### config.mk
export PLATFORM = sky130hd
export DESIGN_NAME = tube_display8
export DESIGN_NICKNAME = d
export VERILOG_FILES = /design/src/rtl/tube_display8.sv
export SDC_FILE = /design/constraint.sdc
export NUM_CORES = 1
export LEC_CHECK = 0
export CORE_MARGIN = 2
export CORE_UTILIZATION = 25
export CTS_BUF_LIST = sky130_fd_sc_hd__clkbuf_16
export CTS_CLUSTER_DIAMETER = 80
export DETAILED_ROUTE_END_ITERATION = 10
export PLACE_DENSITY = 0.46
export REMOVE_ABC_BUFFERS = 1
export SLEW_MARGIN = 0
export SYNTH_ARGS = -nofsm -noshare
export SYNTH_HDL_FRONTEND = slang
export SYNTH_SLANG_ARGS = --single-unit
### constraint.sdc
create_clock -name clk -period 3 [get_ports clk]
set_input_delay 0.9 -clock clk [delete_from_list [all_inputs] [get_ports clk]]
set_output_delay 0.9 -clock clk [all_outputs]
set_load 0.01 [all_outputs]
### src/rtl/tube_display8.sv
// tube_display8: CPU-writable 8-digit common-anode multiplexed 7-segment driver.
// DATA holds eight hex nibbles (digit k <- DATA[4k+3:4k]); CTRL holds enable,
// per-digit mask and per-digit decimal point. A prescaler walks the digit index
// so each digit owns one SCAN_DIV-cycle slot of an 8*SCAN_DIV-cycle frame.
// Optional feature macro: TUBE_DISPLAY_BLINK_EN adds CTRL[24] blink enable and
// an 8-bit frame counter; while blinking, frames 128-255 of every 256 are blank.
module tube_display8 #(
    parameter int SCAN_DIV = 50000,
    parameter int CNT_W    = 16
) (
    input  logic        clk,
    input  logic        reset,
    input  logic        we,
    input  logic [2:0]  addr,
    input  logic [3:0]  be,
    input  logic [31:0] din,
    output logic [31:0] dout,
    output logic [7:0]  digit_sel,
    output logic [7:0]  seg
);

    localparam logic [CNT_W-1:0] PRESC_LAST = CNT_W'(SCAN_DIV - 1);
    localparam logic [2:0]       ADDR_DATA  = 3'b000;
    localparam logic [2:0]       ADDR_CTRL  = 3'b001;

    // Architectural registers
    logic [31:0]      data_q, data_d;
    logic             en_q, en_d;
    logic [7:0]       mask_q, mask_d;
    logic [7:0]       dp_q, dp_d;

    // Scan state
    logic [CNT_W-1:0] presc_q, presc_d;
    logic [2:0]       idx_q, idx_d;

    // Registered tube drive
    logic [7:0]       digit_sel_q, digit_sel_d;
    logic [7:0]       seg_q, seg_d;

    logic             wr_data;
    logic             wr_ctrl;
    logic             presc_wrap;
    logic             blank_all;
    logic             slot_lit;
    logic [3:0]       nibble;
    logic [31:0]      ctrl_rd;

`ifdef TUBE_DISPLAY_BLINK_EN
    logic             blink_q, blink_d;
    logic [7:0]       frame_q, frame_d;
`endif

    // Hex digit to active-high {g,f,e,d,c,b,a} pattern
    function automatic logic [6:0] hex_font(input logic [3:0] v);
        logic [6:0] f;
        case (v)
            4'h0: f = 7'h3F;
            4'h1: f = 7'h06;
            4'h2: f = 7'h5B;
            4'h3: f = 7'h4F;
            4'h4: f = 7'h66;
            4'h5: f = 7'h6D;
            4'h6: f = 7'h7D;
            4'h7: f = 7'h07;
            4'h8: f = 7'h7F;
            4'h9: f = 7'h6F;
            4'hA: f = 7'h77;
            4'hB: f = 7'h7C;
            4'hC: f = 7'h39;
            4'hD: f = 7'h5E;
            4'hE: f = 7'h79;
            default: f = 7'h71;
        endcase
        return f;
    endfunction

    assign wr_data = we && (addr == ADDR_DATA);
    assign wr_ctrl = we && (addr == ADDR_CTRL);

    // Byte-enabled register writes; unimplemented CTRL bits are simply not stored
    always_comb begin
        data_d = data_q;
        en_d   = en_q;
        mask_d = mask_q;
        dp_d   = dp_q;
`ifdef TUBE_DISPLAY_BLINK_EN
        blink_d = blink_q;
`endif
        if (wr_data) begin
            for (int i = 0; i < 4; i++) begin
                if (be[i]) data_d[8*i +: 8] = din[8*i +: 8];
            end
        end
        if (wr_ctrl) begin
            if (be[0]) en_d   = din[0];
            if (be[1]) mask_d = din[15:8];
            if (be[2]) dp_d   = din[23:16];
`ifdef TUBE_DISPLAY_BLINK_EN
            if (be[3]) blink_d = din[24];
`endif
        end
    end

    // Prescaler and digit index; register writes never disturb the scan
    always_comb begin
        presc_wrap = (presc_q == PRESC_LAST);
        presc_d    = presc_wrap ? '0 : presc_q + 1'b1;
        idx_d      = presc_wrap ? idx_q + 3'd1 : idx_q;
    end

`ifdef TUBE_DISPLAY_BLINK_EN
    // Frame counter ticks when the scan leaves digit 7; its MSB gates blinking
    always_comb begin
        frame_d   = (presc_wrap && (idx_q == 3'd7)) ? frame_q + 8'd1 : frame_q;
        blank_all = blink_q && frame_q[7];
    end
`else
    assign blank_all = 1'b0;
`endif

    // Output stage input: decode the currently scanned digit from live register state
    always_comb begin
        nibble      = data_q[{idx_q, 2'b00} +: 4];
        slot_lit    = en_q && mask_q[idx_q] && !blank_all;
        digit_sel_d = 8'hFF;
        seg_d       = 8'hFF;
        if (slot_lit) begin
            digit_sel_d = ~(8'b1 << idx_q);
            seg_d       = {~dp_q[idx_q], ~hex_font(nibble)};
        end
    end

    // Readback view of CTRL with unimplemented bits forced to zero
    always_comb begin
        ctrl_rd        = '0;
        ctrl_rd[0]     = en_q;
        ctrl_rd[15:8]  = mask_q;
        ctrl_rd[23:16] = dp_q;
`ifdef TUBE_DISPLAY_BLINK_EN
        ctrl_rd[24]    = blink_q;
`endif
    end

    // Combinational read mux; reads have no side effects
    always_comb begin
        dout = '0;
        if (addr == ADDR_DATA)      dout = data_q;
        else if (addr == ADDR_CTRL) dout = ctrl_rd;
    end

    // All state; synchronous reset wins over any write in the same cycle
    always_ff @(posedge clk) begin
        if (reset) begin
            data_q      <= '0;
            en_q        <= 1'b1;
            mask_q      <= 8'hFF;
            dp_q        <= 8'h00;
            presc_q     <= '0;
            idx_q       <= 3'd0;
            digit_sel_q <= 8'hFF;
            seg_q       <= 8'hFF;
`ifdef TUBE_DISPLAY_BLINK_EN
            blink_q     <= 1'b0;
            frame_q     <= 8'd0;
`endif
        end else begin
            data_q      <= data_d;
            en_q        <= en_d;
            mask_q      <= mask_d;
            dp_q        <= dp_d;
            presc_q     <= presc_d;
            idx_q       <= idx_d;
            digit_sel_q <= digit_sel_d;
            seg_q       <= seg_d;
`ifdef TUBE_DISPLAY_BLINK_EN
            blink_q     <= blink_d;
            frame_q     <= frame_d;
`endif
        end
    end

    assign digit_sel = digit_sel_q;
    assign seg       = seg_q;

endmodule
; Word level (Yosys, flattened, before mapping)
; Memory sizes are Yosys's and may differ from the RTL's.
; Index checks and enable logic that the tools add are counted.
[totals]
mem_bits_ro = 112
reg_bits = 84
memories = 1
in_bits = 42
word_cells = 43
[mem_list]
columns = name, depth, word_bits, read_ports, rd_clocked_by_memory_dff, wr, line
row1 = (name not given), 16, 7, 1, 0, 0, 56  ; case (v)
[classes]
n_eq_ne = 2
shift = 2
addsub = 2
reduce_logical = 13
n_mux = 7
n_bitwise = 4
n_lt_le_gt_ge = 1
[op_table]
columns = cell, count
row1 = $mux W32, 1
row2 = $shiftx A32 B6 Y4, 1
row3 = $mux W24, 1
row4 = $add A16 B1 Y16 const B, 1
row5 = $eq A16 B16 Y1 const B, 1
row6 = $reduce_and A2 Y1, 7
row7 = $not A8 Y8, 1
row8 = $shl A1 B3 Y8 const A, 1
row9 = $mux W7, 1
row10 = $not A7 Y7, 1
row11 = $bmux W1 S3, 2
row12 = $lt A3 B4 Y1 const B, 1
row13 = $reduce_or A2 Y1, 2
row14 = $add A3 B1 Y3 const B, 1
row15 = $eq A3 B1 Y1 const B, 1
row16 = $logic_and A1 B1 Y1, 3
row17 = $logic_not A3 Y1, 1
row18 = $mux W1, 2
row19 = $not A1 Y1, 2

; Logic depth before layout (Yosys ltp)
; Gate-level depths: netlist of the first run.
[logic_depth]
depth_word = 5
mapped_depth = 10
depth_no_buf = 8

; Worst setup path before layout of the first run
; OpenSTA, ideal clock, no wires.
[synth_path]
kind = input to output
start = in addr[1]
end = out dout[14]
cell_stages = 4
path_buffers = 2
required_ns = 2.100
path_slack_ns = 0.153
t_arrival_ns = 1.947
path_cell_list = nor3b_1 clkbuf_1 buf_1 a22o_1
[synth_between]
elab_chain_len = 3
[synth_lines]
columns = item, line
row1 = start: declaration, 14  ; input logic [2:0] addr,
row2 = $eq A3 B1 Y1, 148  ; else if (addr == ADDR_CTRL) dout = ctrl_rd;
row3 = $mux W24, 148
row4 = $mux W32 (*), 147  ; if (addr == ADDR_DATA) dout = data_q;
row5 = end: declaration, 17  ; output logic [31:0] dout,
; Every way passes the cells marked *; elsewhere a longest branch is shown, timed or not.

; Worst setup path after layout of the first run
[layout_path]
start = in addr[0]
end = out dout[16]
; Same word-level chain as after synthesis.

==> summary.txt, run 1 <==
Max VDD drop: 0.2765 mV
Hold WS: 0.4633 ns
WS Path Type: input port to output port
Final ANT Viol Nets: 0
number of global-route vias before repair: 3,386
Worst setup SP type: input port
Core Footprint: 15,770 sq um
wire length of the first global-routing pass: 17,920 um
worst endpoint data arrival time: 2.03 ns
pre-CTS WS: -0.5005 ns
r2r worst-path depth: 7
RR Endpoint: seg[3]
ranking of synthesized cells by area: dfxtp_1 42%, nand2_1 9.4%, a21oi_1 5.3%, ha_1 4.1%, a22o_1 3.9%
reg-to-reg slack, setup: 0.41 ns
hold buffer count at cts: 0
RSZ-0062 raised after global routing: no
IO buf count: 89
worst hold path class: register to register
Critical Path RT: 2.10 ns
critical path capture point type: output port
FMAX: 341.5 MHz
Sink Count: 84
drt pass-1 iters: 4
hold path start: data_q[7]
DR vias: 3,472
Final Max Slew Viols: 0
commonest cells in the netlist: 100 x nand2_1, 84 x dfxtp_1, 42 x a21oi_1
number of remaining DRC errors: 0
EDFF count, synth: 0
GPL Wtd Cong: 0.7987
Logic pwr share: 0.081
sw frac: 0.2201
P_leak: 2.097 nW
I/O Pins: 90
ys async rst share: 0
Synth Instances: 450
sequential power share: 0.480
switching pwr: 0.5274 mW
Syn. warnings: 0
drt wl/cell: 14.98 um
Clk pwr share: 0.440
initial antenna violation count: 0
synthesized flop and latch total: 84
run status: complete, no violations
vias per std cell: 4.550
Root Driver: clkbuf_16
multi-input logic area: 2136 sq um
Cell Int Power: 1.868 mW
Initial Utilization: 0.2538
post-synthesis sequential area ratio: 0.4201
Hold Path End: data_q[7]
Initial DRC Count: 177
Slew @ Worst Pin: 0.6138 ns
clock buffer count from CTS: 9
Clk pin slew, worst setup/hold paths: 0.06 ns
FF/Latch Area: 1682 sq um
die area: 17,040 sq um
setup violators final: 0
Synth top area share: 0.4201
CTS tree: yes
largest net degree at the start of global routing: 50
Hold Vio Cnt, Final: 0
Top FF cell, synth: dfxtp_1
NumNets Final: 597
number of core rows: 46
post-synth top area cell: dfxtp_1
die height: 130.5 um
post-synthesis cell type count: 42
Area Overhead vs Synth: 36.61%
FF-to-FF Start: idx_q[0]
Slew HR: 0.5908
Clock Skew: 0.005867 ns
Post-Syn Area per Cell: 8.895 sq um
Total Wirelength: 11,430 um
WHS Path Cells: 2
maximum buffer depth of the clock tree: 2
total of max-cap violations: 0
Die Wd: 130.5 um
n_diodes: 0
clk_lat worst skew: 0.34 ns
fin crit period: 2.928 ns
Mapped Area: 4003 sq um
placed cell count: 739
GRT Total Usage: 0.1384
pwr dens: 438.2 nW/um^2
layout cells sized above 1: 0.1024
highest net fanout along the worst path: 10
post-route clock period utilization: 0.9761
htree depth: 3
grt ovf: 0
most numerous cell in the Yosys netlist: nand2_1
Detailed Place HPWL: 8317 um
final std cells w/o fill: 763
Final WS setup: 0.07166 ns
Power Total: 2.396 mW
fill cell count: 1,666
## per-stage QoR
step	util	TNS [ns]	instance area (sq um)
3_5_place_dp	0.3239	-14.89	5107
5_1_grt	0.3467	0	5468
4_1_cts	0.3472	0	5475
3_3_place_gp	0.3239	-13.58	5107
2_1_floorplan	-	-46.55	3836
6_report	0.3467	0	5468
## metal layers
layer	vias to the layer above	part of all wire	GRT usage
li1	1732	-	-
met1	1627	0.47	0.1824
met2	103	0.46	0.2191
met3	10	0.053	0.04275
met4	0	0.015	0.04068
met5	-	0	0
## logic make-up (layout without fill, tap and decap cells)
| group | count (synthesis) | after routing | share of synthesized area |
|---|---|---|---|
| simple gates | 195 | 195 | 0.2235 |
| mux | 23 | 23 | 0.09690 |
| flops | 84 | 84 | 0.4201 |
| compound gates | 79 | 79 | 0.1341 |
| buf+inv | 41 | 138 | 0.05189 |
| fa+ha+maj | 13 | 13 | 0.04064 |
| xor+xnor | 15 | 15 | 0.03282 |
## area by class of cell
class	count	share of cell area
clock inverters	7	0.009611
inverters	11	0.007551
repair buffers	111	0.1941
well taps	216	0.04943
clock buffers	9	0.04119
flip-flops and latches	84	0.3076
multi-input cells	325	0.3906
## layout by cell type, fill, tap and decap left out, types with 2 or more instances in the layout
cell type,synthesis,routed
buf_4,0,16
mux4_2,6,6
and3_1,9,9
nand3_1,13,13
mux2_2,4,4
dlygate4sd2_1,0,16
clkbuf_2,1,2
nor3_1,7,6
clkdlybuf4s50_1,0,53
clkbuf_16,0,9
a22o_1,18,18
a211o_1,8,8
a211oi_2,2,2
o221ai_1,5,5
clkinv_1,1,3
ha_1,13,13
mux2i_1,8,8
nand2b_1,3,3
o21ai_1,2,2
and2_1,16,16
nand2_1,100,100
inv_1,9,13
dfxtp_1,84,84
nor2_1,26,26
xnor2_1,7,7
nor2b_1,9,9
a21oi_1,42,42
xor2_1,8,8
mux4_1,4,4
clkdlybuf4s15_1,0,13
buf_6,4,4
nand4_1,4,4
clkdlybuf4s15_2,0,4
## state kept, by name, indices dropped and copies added (netlist names)
signal	flops
data_q	32
digit_sel	8
dp_q	8
en_q	1
idx_q	3
mask_q	8
presc_q	16
seg	8
## worst max-delay path by stage
| stage | start | to | slack [ns] | cells after the start |
|---|---|---|---|---|
| final | addr[0] | dout[16] | 0.07 | 5 |
| after global routing | addr[0] | dout[16] | 0.003 | 6 |
| after CTS | addr[0] | dout[16] | 0.0001 | 6 |
| after detailed placement | addr[1] | dout[16] | -0.50 | 5 |
| after global placement | addr[0] | dout[16] | -0.48 | 5 |
| after floorplan | addr[0] | dout[0] | -0.95 | 2 |
## worst max-delay path, cell delays in order
cell             delay [ns]
dlygate4sd2_1          0.26
nor3b_4                0.23
buf_4                  0.22
a22o_1                 0.18
clkdlybuf4s15_2        0.23
## power groups by stage
| stage | Sequential, mW | Clock, mW | Combinational (mW) |
|---|---|---|---|
| 2_1_floorplan | 1.17 | 0 | 0.0568 |
| 3_3_place_gp | 1.17 | 0 | 0.185 |
| 3_5_place_dp | 1.17 | 0 | 0.187 |
| 4_1_cts | 1.15 | 1.09 | 0.196 |
| 5_1_grt | 1.15 | 1.13 | 0.211 |
| 6_report | 1.15 | 1.05 | 0.194 |
## timing repair
action,CTS,global route
setup endpoints to repair,32,32
pin swaps,3,2
setup buffers,7,0
gates cloned,1,0
gates resized for setup,66,4
(Power assumes the default switching activity.)
==> run 2: changes to the inputs <==
CORE_ASPECT_RATIO = 0.8   (was unset)
CORE_MARGIN = unset   (was 2)
CORE_UTILIZATION = 45   (was 25)
PLACE_DENSITY = 0.74   (was 0.46)
==> run 2 against run 1 <==
Net effect: register-to-register slack better by 0.23 ns; die area down 46%; combinational power about the same; largest power group is now the clock network; largest cell class unchanged.
==> summary.txt, run 2 (synthesized netlist as in run 1, its figures left out) <==
GPL Wtd Cong: 0.8778
Core Footprint: 8558 sq um
Sink Count: 84
Hold Path End: presc_q[0]
Final WS setup: 0.08651 ns
Slew HR: 0.6005
Final ANT Viol Nets: 0
most common cell after layout, fill and taps aside: nand2_1
die height: 86.36 um
sum of negative setup slack: 0 ns
r2r worst-path depth: 8
Total Wirelength: 10,460 um
layout cells sized above 1: 0.1342
P_leak: 2.102 nW
n_diodes: 0
clk_lat worst skew: 0.33 ns
drt wl/cell: 15.95 um
critical path capture point type: output port
post-route clock period utilization: 0.9712
total of max-cap violations: 0
number of remaining DRC errors: 0
htree depth: 3
Clk pin slew, worst setup/hold paths: 0.06 ns
Max VDD drop: 0.3298 mV
final std cells w/o fill: 656
max reg flops: 32
die area: 9278 sq um
Area Overhead vs Synth: 33.20%
Final Max Slew Viols: 0
pre-CTS WS: -0.4762 ns
most frequent cells in the layout: 100 x nand2_1, 84 x dfxtp_1, 53 x clkdlybuf4s50_1, 42 x a21oi_1, 26 x nor2_1
number of global-route vias before repair: 3,389
hold path start: presc_q[0]
grt ovf: 0
Worst setup SP type: input port
drt pass-1 iters: 4
Hold Vio Cnt, Final: 0
WHS Path Cells: 1
worst hold path class: register to register
Initial Utilization: 0.4677
placed cell count: 631
Initial DRC Count: 189
fin crit period: 2.913 ns
pwr dens: 482.4 nW/um^2
RSZ-0062 raised after global routing: no
FF-to-FF Start: idx_q[0]
Root Driver: clkbuf_16
IO buf count: 89
FMAX: 343.2 MHz
vias per std cell: 5.390
wire length of the first global-routing pass: 17,340 um
maximum buffer depth of the clock tree: 2
worst endpoint data arrival time: 2.01 ns
Detailed Place HPWL: 7187 um
highest net fanout along the worst path: 10
largest net degree at the start of global routing: 46
initial antenna violation count: 0
placed inst area: 4972 sq um
run status: complete, no violations
I/O Pins: 90
final instance area: 5331 sq um
NumNets Final: 594
Finished Core Util: 0.6230
Critical Path RT: 2.10 ns
Slew @ Worst Pin: 0.5992 ns
setup violators final: 0
Die Wd: 107.4 um
reg-to-reg slack, setup: 0.64 ns
CTS tree: yes
Largest Register: data_q
DR vias: 3,536
WS Path Type: input port to output port
Clock Skew: 0.005241 ns
RR Endpoint: seg[3]
Largest regs: data_q (32), presc_q (16)
number of core rows: 30
GRT Total Usage: 0.2433
clock buffer count from CTS: 9
-- run 2: cell count changes in the layout (fill, tap and decap cells not counted), moves of 3 or more --
cell,before,now
clkbuf_2,2,8
dlygate4sd2_1,16,6
clkdlybuf4s15_1,13,6
inv_1,13,10
buf_6,4,0
buf_2,1,14
-- run 2: layout make-up --
cell class / instances / area, sq um
clock buffer: 9 / 225.2
clock inverter: 7 / 106.4
fill: 702 / 3227
inverter: 11 / 41.29
multi-input combinational: 325 / 2136
sequential: 84 / 1682
tap: 112 / 140.1
timing repair buffer: 108 / 1001
-- run 2: critical path: stages --
cell	delay, ns
buf_2	0.14
nor3_4	0.21
buf_4	0.13
buf_4	0.09
bufbuf_16	0.26
a22o_1	0.15
buf_2	0.13
-- run 2: through the flow --
step	power [mW]	hold slack, ns
after floorplan	1.230	0.4295
after global placement	1.351	0.4407
after detailed placement	1.355	0.4474
after CTS	2.589	0.4611
after global routing	2.655	0.4754
final	2.572	0.4563
-- run 2: worst max-delay path by stage --
stage	from	end	cells past startpoint	slack [ns]
after floorplan	addr[0]	dout[0]	2	-0.95
after global placement	addr[0]	dout[26]	5	-0.44
after detailed placement	addr[1]	dout[26]	5	-0.48
after CTS	addr[0]	dout[2]	7	0.003
after global routing	addr[1]	dout[23]	7	0.04
final	addr[1]	dout[23]	7	0.09
-- run 2: repair_timing --
item | 4_1_cts | 5_1_grt
setup endpoints to repair | 32 | 21
pin swaps | 1 | 2
resized for setup | 89 | 16
gates cloned | 3 | 0
setup buffers | 6 | 1
hold buffers | 0 | 0
-- run 2: per-layer routing --
| layer | vias to the layer above | track usage | share of wire |
|---|---|---|---|
| met3 | 10 | 0.07068 | 0.063 |
| met5 | - | 0 | 0 |
| met1 | 1688 | 0.3343 | 0.47 |
| met4 | 0 | 0.07472 | 0.010 |
| li1 | 1729 | - | - |
| met2 | 109 | 0.3707 | 0.46 |
-- run 2: power breakdown --
group | switching [mW] | internal, mW
Clock | 0.425 | 0.803
Combinational | 0.0860 | 0.109
Sequential | 0.0131 | 1.14
Total | 0.524 | 2.05
